**src/rtl/serial_adder.sv**
```systemverilog
// -----------------------------------------------------------------------------
// serial_adder
//   Bit-serial adder. A WIDTH-bit operand pair plus carry-in is captured over a
//   valid/ready handshake, then pushed LSB first through a single one-bit
//   full-adder cell, one bit per clock. The result (sum, carry-out, signed
//   overflow) is presented over a second valid/ready handshake and held until
//   the consumer takes it.
//
// Ports
//   clk        rising-edge clock
//   rst        synchronous active-high reset
//   in_valid   operand pair valid
//   in_ready   block can accept operands (IDLE only)
//   a, b       WIDTH-bit operands
//   cin        carry into bit 0
//   out_valid  result valid (DONE only)
//   out_ready  consumer takes result
//   sum        (a + b + cin) mod 2^WIDTH
//   cout       carry out of bit WIDTH-1
//   ovf        signed overflow (carry into MSB xor carry out of MSB)
// -----------------------------------------------------------------------------

// One-bit full-adder cell.
//   a, b, ci : addend bits and carry in
//   s, co    : sum bit and carry out
module fulladder (
  input  logic a,
  input  logic b,
  input  logic ci,
  output logic s,
  output logic co
);
  assign s  = a ^ b ^ ci;
  assign co = (a & b) | (a & ci) | (b & ci);
endmodule

module serial_adder #(
  parameter int unsigned WIDTH = 8
) (
  input  logic             clk,
  input  logic             rst,
  input  logic             in_valid,
  output logic             in_ready,
  input  logic [WIDTH-1:0] a,
  input  logic [WIDTH-1:0] b,
  input  logic             cin,
  output logic             out_valid,
  input  logic             out_ready,
  output logic [WIDTH-1:0] sum,
  output logic             cout,
  output logic             ovf
);

  localparam int unsigned CW = $clog2(WIDTH + 1);

  typedef enum logic [1:0] {
    IDLE = 2'd0,
    RUN  = 2'd1,
    DONE = 2'd2
  } state_t;

  state_t           state_q, state_d;
  logic [CW-1:0]    cnt_q;
  logic             carry_q;
  logic [WIDTH-1:0] a_sh_q, b_sh_q;
  logic [WIDTH-1:0] sum_q;
  logic             cout_q, ovf_q;

  logic             fa_s, fa_co;
  logic             last_bit;
  logic [WIDTH-1:0] sum_shift;

  fulladder u_fa (
    .a  (a_sh_q[0]),
    .b  (b_sh_q[0]),
    .ci (carry_q),
    .s  (fa_s),
    .co (fa_co)
  );

  assign last_bit = (cnt_q == CW'(WIDTH - 1));

  // New sum bit enters at the MSB so that after WIDTH shifts bit 0 sits at LSB.
  generate
    if (WIDTH == 1) begin : g_sum_w1
      assign sum_shift = fa_s;
    end else begin : g_sum_wn
      assign sum_shift = {fa_s, sum_q[WIDTH-1:1]};
    end
  endgenerate

  // State register plus datapath registers.
  always_ff @(posedge clk) begin
    if (rst) begin
      state_q <= IDLE;
      cnt_q   <= '0;
      carry_q <= 1'b0;
      a_sh_q  <= '0;
      b_sh_q  <= '0;
      sum_q   <= '0;
      cout_q  <= 1'b0;
      ovf_q   <= 1'b0;
    end else begin
      state_q <= state_d;
      case (state_q)
        IDLE: begin
          if (in_valid) begin
            a_sh_q  <= a;
            b_sh_q  <= b;
            carry_q <= cin;
            cnt_q   <= '0;
          end
        end
        RUN: begin
          sum_q   <= sum_shift;
          a_sh_q  <= a_sh_q >> 1;
          b_sh_q  <= b_sh_q >> 1;
          carry_q <= fa_co;
          if (last_bit) begin
            // carry_q is the carry into the MSB, fa_co the carry out of it.
            cout_q <= fa_co;
            ovf_q  <= carry_q ^ fa_co;
          end else begin
            cnt_q <= cnt_q + CW'(1);
          end
        end
        default: ;  // DONE: result held stable
      endcase
    end
  end

  // Next-state logic.
  always_comb begin
    state_d = state_q;
    case (state_q)
      IDLE:    if (in_valid)  state_d = RUN;
      RUN:     if (last_bit)  state_d = DONE;
      DONE:    if (out_ready) state_d = IDLE;
      default: state_d = IDLE;
    endcase
  end

  // Output logic.
  always_comb begin
    in_ready  = (state_q == IDLE);
    out_valid = (state_q == DONE);
  end

  assign sum  = sum_q;
  assign cout = cout_q;
  assign ovf  = ovf_q;

endmodule

```
**config.mk**
```make
export PLATFORM = sky130hd
export DESIGN_NAME = serial_adder
export DESIGN_NICKNAME = d
export VERILOG_FILES = /design/src/rtl/serial_adder.sv
export SDC_FILE = /design/constraint.sdc
export NUM_CORES = 1
export LEC_CHECK = 0
export BUFFER_PORTS_ARGS = -buffer_cell sky130_fd_sc_hd__clkbuf_2
export CAP_MARGIN = 20
export CORE_AREA = 2 2 55 57
export CTS_BUF_LIST = sky130_fd_sc_hd__clkbuf_4
export DETAILED_ROUTE_END_ITERATION = 8
export DIE_AREA = 0 0 57 59
export MAX_ROUTING_LAYER = met4
export PLACE_DENSITY = 0.84
export SLEW_MARGIN = 15
export SYNTH_ARGS = -nofsm -noshare
export SYNTH_HDL_FRONTEND = slang
export SYNTH_SLANG_ARGS = --single-unit
```
**constraint.sdc**
```tcl
create_clock -name clk -period 2.2 [get_ports clk]
set_input_delay 0.22 -clock clk [delete_from_list [all_inputs] [get_ports clk]]
set_output_delay 0.22 -clock clk [all_outputs]
set_load 0.005 [all_outputs]
```
# After elaboration in Yosys (flattened, before gate mapping)
# Cells that the tools add are included.
classes:
  n_reduce_logical: 6
  n_eq_ne: 7
  muxes: 13
  n_bitwise: 8
  addsub: 1
ops:
  columns: ["cell", "n"]
  rows:
  - ["8-bit one-hot mux with 2 select lines", 2]
  - ["8-bit two-way mux", 2]
  - ["4-bit two-way mux", 2]
  - ["4-bit one-hot mux with 2 select lines", 1]
  - ["2-bit two-way mux", 3]
  - ["2-bit inequality test (second input constant)", 3]
  - ["2-bit one-hot mux with 3 select lines", 1]
  - ["3-bit AND reduction", 2]
  - ["4-bit by 1-bit adder with 4-bit output (second input constant)", 1]
  - ["4-bit by 3-bit equality test with 1-bit output (second input constant)", 1]
  - ["2-bit AND reduction", 2]
  - ["1-bit bitwise AND", 3]
  - ["1-bit XOR", 3]
  - ["2-bit by 1-bit equality test with 1-bit output (second input constant)", 1]
  - ["2-bit equality test (second input constant)", 1]
  - ["2-bit logical NOT", 1]
  - ["2-bit by 1-bit inequality test with 1-bit output (second input constant)", 1]
  - ["1-bit bitwise OR", 2]
  - ["1-bit one-hot mux with 2 select lines", 1]
  - ["2-bit nonzero test", 1]
  - ["1-bit two-way mux", 1]
totals:
  output_inout_bits: 12
  word_cells: 43
  input_bits: 21
  ff_bits: 33

# Logic depth before layout (Yosys ltp)
logic_depth:
  word_depth: 4
  mapped_depth: 5
  ltp_nobuf: 4

# By module
# Synthesis repeated with hierarchy kept, for this count alone.
hier_totals:
  hier_cells: 168
  area_unflattened_um2: 1385.1
modules_own_cells:
  columns: ["module", "cells_per_inst", "seq_area_each_um2", "n_inst", "area_each_um2"]
  rows:
  - ["serial_adder", 167, 660.6, 1, 1365.1]
  - ["fulladder", 1, 0.0, 1, 20.0]

# Worst setup path before layout
# Ideal clock, no wire load.
synth_timing:
  kind: "register -> register"
  startpoint: "register cnt_q[0]"
  endpoint: "register cnt_q[3]"
  setup_slack_ns: 0.649
  path_stages_with_launch: 6
  t_arrival_ns: 1.477
  period_less_slack_ns: 1.551
  setup_time_ns: 0.074
  required_ns: 2.126
  n_path_buf: 1
  path_cell_list: "dfxtp_1 > ha_1 > and3b_1 > buf_6 > or4_1 > a31oi_1"
synth_between:
  elab_chain_cells: 3
  elab_cells_between_ends: 6
  classes_between: "add/sub (1); eq/ne (2); mux (2); reduce/logical (1)"
synth_rtl:
  columns: ["item", "line", "source"]
  rows:
  - ["start: declaration", "63", "logic [CW-1:0] cnt_q;"]
  - ["start signal: assignment", "124", "cnt_q <= cnt_q + CW'(1);"]
  - ["4-bit by 1-bit adder with 4-bit output / 4-bit by 3-bit equality test with 1-bit output (equally long branches)", "124, 81", null]
  - ["4-bit two-way mux / 2-bit inequality test (equally long branches)", null, null]
  - ["4-bit one-hot mux with 2 select lines / 3-bit AND reduction (equally long branches)", null, null]
# Parallel ways exist; a longest one is shown, timed or not. The select of a mux whose other input is x is not followed.
# A chain may end at the register's enable or synchronous reset.

# Worst setup path after layout
# Same ends and word-level chain as after synthesis.

==> flow_summary.json <==
{
  "r2r_start": "cnt_q[0]",
  "clock_latency_ns": 0.33,
  "fin_crit_sh_pct": 74.45,
  "required_ns": 2.44,
  "numCtsBuffers": 5,
  "final_cell_mix": "nand2_1 (36), dfxtp_1 (33), clkbuf_2 (32)",
  "critPathLaunch": "cnt_q[0]",
  "regArea_sq_um": 660.6,
  "cts-root-buf": "clkbuf_4",
  "period_minus_slack_ns": 1.638,
  "final_nets": 229,
  "die_h_um": 59,
  "ys_seq_elements": 33,
  "reg2reg_setup_slack_ns": 0.56,
  "hpwl_um": 2035,
  "dieArea_sq_um": 3363,
  "antennaDiodeCount": 0,
  "synth-edff-count": 0,
  "p_int_mw": 0.8261,
  "post_cts_buffers": 0,
  "antenna_found_initial": 0,
  "path_max_fanout": 6,
  "first_iter_violations": 46,
  "syn_area_sq_um": 1434,
  "num_rows": 19,
  "cts.clk_slew.worst_paths_ns": 0.11,
  "grt_pass1_wl_um": 4843,
  "die_w_um": 57,
  "cts_tree": "done",
  "syn_avg_cell_area_sq_um": 8.101,
  "track_usage_pct": 19.42,
  "power.total_mw": 1.128,
  "synth-async-reset-ratio_pct": 0,
  "cts_hold_buf": 0,
  "clock_skew_ns": 0.01386,
  "fin_ws_ns": 0.5620,
  "hold_viol": 0,
  "max_slew.worst_pin.slew_ns": 0.6600,
  "final_common_cell": "nand2_1",
  "cts_buffer_depth": 2,
  "port_buffers": 32,
  "status": "completed",
  "vias": 1293,
  "clockPowerShare_pct": 29.4,
  "switching_share_pct": 26.77,
  "drive_gt1_share_pct": 23.19,
  "pin_count": 33,
  "startpoint_type": "flop",
  "final_antenna_net_count": 0,
  "drc": 0,
  "p_switching_mw": 0.3020,
  "post-route-util_pct": 60.90,
  "slew_headroom_pct": 56.00,
  "cap_viol_max_count": 0,
  "grt_pass1_vias": 1127,
  "fin_tns_setup_ns": 0,
  "vdd_drop_max_uv": 508.2,
  "path_class": "reg2reg",
  "syn_to_final_growth_pct": 15.10,
  "fmax_ghz": 0.6105,
  "p_seq_share_pct": 57.7,
  "setup_viol": 0,
  "dpl_worst_slack_ns": 0.6261,
  "overflow": 0,
  "cts_sinks": 33,
  "ys_seq_area_share_pct": 46.07,
  "num-fill-cells": 262,
  "rsz0062_at_grt": "false",
  "slew_violations": 0,
  "r2r_end": "cnt_q[3]",
  "power.density_nw_per_um2": 683.5,
  "synth.distinct_cells": 28,
  "ff2ff_path_depth": 4,
  "syn_nets": 200,
  "cts_resized": 0,
  "pwr-share-comb_pct": 13.0,
  "cp.arrival_ns": 1.88,
  "crit_path_end": "cnt_q[3]",
  "worstHoldPathType": "in2reg",
  "drt_wl_total_um": 3024,
  "routedWlPerCell_um": 12.71,
  "start_util_pct": 52.91,
  "via_per_inst": 5.433,
  "leakagePower_nw": 0.6939,
  "crit_path_end_kind": "flop",
  "synth_ff_type": "dfxtp_1",
  "grt_max_degree": 35,
  "drt-pass1-iter-count": 4,
  "multiInputGateArea_sq_um": 705.7,
  "core_area_sq_um": 2710,
  "cts_htree_levels": 2,
  "synthCells": 177,
  "yosysWarnings": 0,
  "place_congestion": 0.8439
}
==> kinds of logic (layout without fill, tap and decap cells) <==
kind of cell	after synthesis	after routing	synth area share, %
compound gates	56	56	23.91
fa+ha+maj	2	2	2.269
xor+xnor	1	1	0.6109
simple gates	71	71	22.25
flops	33	33	46.07
buf+inv	14	44	4.887
==> Yosys cell counts (2+ instances only) <==
cell type,n,area [sq um]
nor2b_1,5,31.28
buf_2,8,40.04
and3b_1,2,17.52
dfxtp_1,33,660.6
nand2_1,36,135.1
o22ai_1,2,12.51
nand2b_1,2,12.51
o21ai_1,2,10.01
a211oi_1,15,112.6
a311oi_1,2,17.52
a21oi_1,30,150.1
clkbuf_1,5,18.77
nor2_1,17,63.81
nand3_1,4,20.02
==> worst min path at each step <==
stage                     depth (start not counted)  slack [ns]        end  startpoint
after floorplan                                   2        0.36  a_sh_q[5]        a[5]
after global placement                            2        0.45     sum[0]      sum[0]
after detailed placement                          3        0.46  b_sh_q[2]        b[2]
after CTS                                         3         0.1  a_sh_q[3]        a[3]
after global routing                              3        0.09  b_sh_q[2]        b[2]
final                                             3        0.11  b_sh_q[6]        b[6]
==> per-stage QoR <==
step           hold WS [ns]  cell area, sq um  cells
2_1_floorplan        0.3610              1434    177
3_3_place_gp         0.4457              1595    230
3_5_place_dp         0.4572              1595    230
4_1_cts             0.09830              1650    238
5_1_grt             0.09298              1650    238
6_report             0.1068              1650    238
==> flip-flops by register name, summed over array words and instances, names as in the netlist <==
register	cells
sum	8
cnt_q	4
b_sh_q	8
cout	1
state_q	2
carry_q	1
a_sh_q	8
ovf	1
==> routing by layer <==
metal	GRT usage (%)	wire length [um]
met3	6.769	174
met2	30.54	1438
met1	23.21	1375
met4	6.977	37
met5	-	0
==> power by group through the flow <==
stage / combinational [mW] / clock, mW / sequential (mW)
2_1_floorplan: 0.103 / 0 / 0.660
3_3_place_gp: 0.143 / 0 / 0.663
3_5_place_dp: 0.146 / 0 / 0.664
4_1_cts: 0.147 / 0.342 / 0.650
5_1_grt: 0.164 / 0.373 / 0.655
6_report: 0.147 / 0.331 / 0.650
==> final cells by class <==
cell class / instances / area share, %
Clock buffer: 6 / 2.729
Sequential cell: 33 / 40.03
Timing Repair Buffer: 36 / 11.52
Tap cell: 31 / 2.350
Multi-Input combinational cell: 130 / 42.76
Clock inverter: 2 / 0.6065
==> worst max-delay path, stage by stage (launching register included) <==
cell and delay [ns]:
dfxtp_1 0.35, ha_1 0.25, and3b_1 0.25, or4_1 0.51, a31oi_1 0.18
Note: power is estimated with default switching activity, not from simulation.
